[src/rtl/serial_sub_pkg.sv]
// Shared types and constants for the bit-serial subtractor.
package serial_sub_pkg;

    localparam int unsigned DefaultWidth = 4;

    typedef enum logic [1:0] {
        StIdle = 2'd0,
        StRun  = 2'd1,
        StDone = 2'd2
    } state_e;

    // Bit-counter width; never narrower than one bit.
    function automatic int unsigned cnt_width(input int unsigned width);
        return (width < 2) ? 1 : $clog2(width);
    endfunction

endpackage

[src/rtl/full_sub_1.sv]
// One-bit full subtractor: d = ai - bi - br, bo is the borrow out.
module full_sub_1 (
    input  logic ai,
    input  logic bi,
    input  logic br,
    output logic d,
    output logic bo
);

    assign d  = ai ^ bi ^ br;
    assign bo = (~ai & bi) | (~(ai ^ bi) & br);

endmodule

[src/rtl/serial_sub_4.sv]
// Bit-serial subtractor, LSB first, start/busy/done handshake.
// Define SERIAL_SUB_OVF_EN to add the registered signed-overflow output ovf.
module serial_sub_4
    import serial_sub_pkg::*;
#(
    parameter int unsigned WIDTH = DefaultWidth
) (
    input  logic             clk,
    input  logic             rst,
    input  logic             start,
    input  logic [WIDTH-1:0] a,
    input  logic [WIDTH-1:0] b,
    input  logic             bin,
    output logic             busy,
    output logic             done,
    output logic [WIDTH-1:0] diff,
    output logic             bout
`ifdef SERIAL_SUB_OVF_EN
    ,
    output logic             ovf
`endif
);

    localparam int unsigned CntW = cnt_width(WIDTH);
    localparam logic [CntW-1:0] LastCnt = CntW'(WIDTH - 1);

    state_e           state_q, state_d;
    logic [WIDTH-1:0] a_q, a_d;
    logic [WIDTH-1:0] b_q, b_d;
    logic [WIDTH-1:0] res_q, res_d;
    logic             br_q, br_d;
    logic [CntW-1:0]  cnt_q, cnt_d;
    logic             busy_q, busy_d;
    logic             done_q, done_d;
    logic [WIDTH-1:0] diff_q, diff_d;
    logic             bout_q, bout_d;

    logic fs_diff;
    logic fs_bout;

    full_sub_1 u_full_sub (
        .ai (a_q[0]),
        .bi (b_q[0]),
        .br (br_q),
        .d  (fs_diff),
        .bo (fs_bout)
    );

`ifdef SERIAL_SUB_OVF_EN
    // Operand sign bits are kept aside since the operand registers shift away.
    logic sa_q, sa_d;
    logic sb_q, sb_d;
    logic ovf_q, ovf_d;
`endif

    always_comb begin
        state_d = state_q;
        a_d     = a_q;
        b_d     = b_q;
        res_d   = res_q;
        br_d    = br_q;
        cnt_d   = cnt_q;
        diff_d  = diff_q;
        bout_d  = bout_q;
`ifdef SERIAL_SUB_OVF_EN
        sa_d    = sa_q;
        sb_d    = sb_q;
        ovf_d   = ovf_q;
`endif

        unique case (state_q)
            StIdle: begin
                if (start) begin
                    state_d = StRun;
                    a_d     = a;
                    b_d     = b;
                    br_d    = bin;
                    cnt_d   = '0;
`ifdef SERIAL_SUB_OVF_EN
                    sa_d    = a[WIDTH-1];
                    sb_d    = b[WIDTH-1];
`endif
                end
            end
            StRun: begin
                a_d              = a_q >> 1;
                b_d              = b_q >> 1;
                res_d            = res_q >> 1;
                res_d[WIDTH-1]   = fs_diff;
                br_d             = fs_bout;
                cnt_d            = cnt_q + 1'b1;
                if (cnt_q == LastCnt) begin
                    state_d = StDone;
                    diff_d  = res_d;
                    bout_d  = fs_bout;
`ifdef SERIAL_SUB_OVF_EN
                    // The final serial bit is the sign bit of the difference.
                    ovf_d   = (sa_q ^ sb_q) & (fs_diff ^ sa_q);
`endif
                end
            end
            StDone: begin
                state_d = StIdle;
            end
            default: begin
                state_d = StIdle;
            end
        endcase

        busy_d = (state_d == StRun);
        done_d = (state_d == StDone);
    end

    always_ff @(posedge clk) begin
        if (rst) begin
            state_q <= StIdle;
            a_q     <= '0;
            b_q     <= '0;
            res_q   <= '0;
            br_q    <= 1'b0;
            cnt_q   <= '0;
            busy_q  <= 1'b0;
            done_q  <= 1'b0;
            diff_q  <= '0;
            bout_q  <= 1'b0;
        end else begin
            state_q <= state_d;
            a_q     <= a_d;
            b_q     <= b_d;
            res_q   <= res_d;
            br_q    <= br_d;
            cnt_q   <= cnt_d;
            busy_q  <= busy_d;
            done_q  <= done_d;
            diff_q  <= diff_d;
            bout_q  <= bout_d;
        end
    end

`ifdef SERIAL_SUB_OVF_EN
    always_ff @(posedge clk) begin
        if (rst) begin
            sa_q  <= 1'b0;
            sb_q  <= 1'b0;
            ovf_q <= 1'b0;
        end else begin
            sa_q  <= sa_d;
            sb_q  <= sb_d;
            ovf_q <= ovf_d;
        end
    end

    assign ovf = ovf_q;
`endif

    assign busy = busy_q;
    assign done = done_q;
    assign diff = diff_q;
    assign bout = bout_q;

endmodule

[config.mk]
export PLATFORM = sky130hd
export DESIGN_NAME = serial_sub_4
export DESIGN_NICKNAME = d
export VERILOG_FILES = /design/src/rtl/serial_sub_pkg.sv /design/src/rtl/full_sub_1.sv /design/src/rtl/serial_sub_4.sv
export SDC_FILE = /design/constraint.sdc
export NUM_CORES = 1
export LEC_CHECK = 0
export BUFFER_PORTS_ARGS = -buffer_cell sky130_fd_sc_hd__buf_2
export CAP_MARGIN = 20
export CELL_PAD_IN_SITES_DETAIL_PLACEMENT = 1
export CELL_PAD_IN_SITES_GLOBAL_PLACEMENT = 1
export CORE_UTILIZATION = 35
export DETAILED_ROUTE_END_ITERATION = 8
export GPL_ROUTABILITY_DRIVEN = 0
export PLACE_DENSITY_LB_ADDON = 0.1
export SLEW_MARGIN = 0
export SYNTH_ARGS = -nofsm -noshare
export SYNTH_HDL_FRONTEND = slang
export SYNTH_SLANG_ARGS = --single-unit
[constraint.sdc]
create_clock -name clk -period 2.2 [get_ports clk]
set_clock_uncertainty 0.2 [all_clocks]
set_input_delay 0.11 -clock clk [delete_from_list [all_inputs] [get_ports clk]]
set_output_delay 0.11 -clock clk [all_outputs]
set_load 0.01 [all_outputs]
==> metrics <==
post-synth top area share=46.8%; status=complete, no violations; final count of negative-setup-slack endpoints=0; cts bufs inserted=3; vias per cell=4.91; CTS tree=yes; CTS root buffer=clkbuf_4; Die Y=55.0 µm; Die Wd=55.0 µm; Worst-path clk slew=130 ps; count leader, synth=dfxtp_1; starting density of the core=38.3%; syn_area_per_cell=10.6 µm²; Fillers=306; clock tree sinks=23; core area=2570 µm²; WL final=1.96 mm; post-synthesis sequential area ratio=46.8%; largest area contributor in the netlist=dfxtp_1; worst r2r dst=bout; Vias=732; Rows=18; Placed Cells=136; grt total ovfl=0; startpoint types=register; final worst slack=615 ps; Area Growth Syn to Fin=20.4%; ant diodes=0; crit path DAT=1610 ps; r2r setup slk=620 ps; number of cells on the worst hold path=2; Max-slew headroom=63.6%; Synth cell types=26; cell count after synthesis=93; PwrDens=651 nW/µm²; routed len/inst=13.1 µm; largest fanout on the critical path=12; Fin Hold WS=26.6 ps; Clk Latency, worst-skew pair=310 ps; worst min path class=in2reg; htree depth=1; Post-synth EDFFs=0; Worst EP required=2220 ps; Worst Tran Pin Value=543 ps; share of cells above drive strength 1=29.4%; synth cell count leaders=dfxtp_1 (23), nor2_1 (13), mux2i_1 (10), a211oi_2 (7), a21oi_1 (5); first-pass GRT wire length=3.22 mm; post-detail-place hpwl=1.38 mm; Final Power=0.771 mW; final non-filler cell total=149; Final TNS setup=0 ps; Max Buffers Root-to-Sink=2; endpoints failing hold=0; Yosys reg bits=23; Area contributors post-synth=dfxtp_1 (47%), mux2i_1 (10%), a211oi_2 (8.9%); WS Path Type=reg2reg; hold path start=rst; Period minus WS final=1580 ps; port buffer count=18; maximum vdd drop=0.419 mV; DRC errors left=0; top achievable clock speed=631 MHz; worst r2r src=state_q[1]; RSZ-0062 raised after global routing=false; Ports=19; DR iter-0 viols=3; largest net degree at the start of global routing=24; Total GRT Usage=15.5%; Net Count, Synth=107; Die Area=3030 µm²; number of global-route vias before repair=673; max-cap violation count=0; max-slew violation count=0; Most used DFF post-synth=dfxtp_1; antenna violations before repair=0; nets@finish=134; post-cts gate resize count=0; crit share post-route=72.0%; worst slack, placed=649 ps; hold path endpoint=res_q[3]; Critical Path Sink Type=register; Post-Syn Area=983 µm²; Detail Route Antenna Nets=0; reg2reg path depth=3; Post-synth ARST share=0%; Synth warnings=0; first-pass detailed-route iteration total=2; Pleak=0.476 nW
[cells in the final DEF, fill, tap and decap left out]
| cell type | n |
|---|---|
| nand3b_1 | 1 |
| nor4b_1 | 1 |
| buf_4 | 1 |
| nand3_1 | 4 |
| fa_1 | 1 |
| dlygate4sd3_1 | 9 |
| o21ba_4 | 1 |
| clkbuf_4 | 3 |
| dfxtp_1 | 23 |
| a2111oi_2 | 1 |
| nor2_2 | 3 |
| a22oi_1 | 3 |
| nor2_1 | 13 |
| nor2b_2 | 1 |
| mux2i_1 | 10 |
| nor3b_1 | 1 |
| buf_2 | 18 |
| a311oi_1 | 1 |
| o21bai_1 | 1 |
| nor3_1 | 2 |
| inv_1 | 3 |
| a211oi_2 | 7 |
| a21oi_1 | 5 |
| nand2_1 | 4 |
| clkbuf_1 | 1 |
| ha_1 | 1 |
[how the worst max path moves through the flow]
| stage | cells past startpoint | start | slack [ps] | to |
|---|---|---|---|---|
| 3_3_place_gp | 4 | cnt_q[0] | 640 | diff[2] |
| 3_5_place_dp | 3 | state_q[1] | 650 | bout |
| 2_1_floorplan | 3 | b_q[0] | 830 | br_q |
| 5_1_grt | 3 | state_q[1] | 490 | bout |
| 6_report | 3 | state_q[1] | 620 | bout |
| 4_1_cts | 3 | state_q[1] | 610 | bout |
[cell families after synthesis]
logic type,count (synthesis),share of synthesized area (%)
and+or+nand+nor,30,14.8
muxes,10,10.2
buffers and inverters,9,6.36
adders and majority gates,2,3.31
AOI/OAI and AO/OA,19,18.6
DFF,23,46.8
[per-layer routing]
layer	vias up	track usage (%)	wire (µm)
met5	-	0	0
met4	0	3.75	8
met3	2	4.92	82
met2	15	21.9	824
met1	337	22.5	1040
li1	378	-	-
[sequential cells by signal, indices dropped and copies added (netlist names)]
name and flops:
done 1, busy 1, br_q 1, res_q 3, a_q 4, diff 4, state_q 2, cnt_q 2
bout 1, b_q 4
[through the flow]
| stage | util (%) | area, µm² |
|---|---|---|
| 3_5_place_dp | 41.6 | 1070 |
| 3_3_place_gp | 41.6 | 1070 |
| 5_1_grt | 46.1 | 1180 |
| 4_1_cts | 46.1 | 1180 |
| 2_1_floorplan | - | 983 |
| 6_report | 46.1 | 1180 |
[repair_timing]
item                                    4_1_cts  5_1_grt
hold buffers                                  9        0
setup buffers                                 0        0
endpoints found under the setup margin        0        0
endpoints found under the hold margin         9        0
[worst max-delay path: stages, from the launching register on]
cell	delay, ps
dfxtp_1	410
nor2b_2	480
a21oi_1	140
a311oi_1	260
[area by class of cell]
| class | count | area, µm² | area share (%) |
|---|---|---|---|
| inverter | 3 | 11.3 | 0.951 |
| tap | 30 | 37.5 | 3.17 |
| clock buffer | 4 | 26.3 | 2.22 |
| sequential | 23 | 460 | 38.9 |
| timing repair buffer | 28 | 188 | 15.9 |
| multi-input combinational | 61 | 460 | 38.9 |
[report_power, final]
part / switching, mW / internal, mW
clock network: 0.127 / 0.0709
logic: 0.0615 / 0.0593
registers: 0.0137 / 0.438
Power figures use the tool's default switching activity.
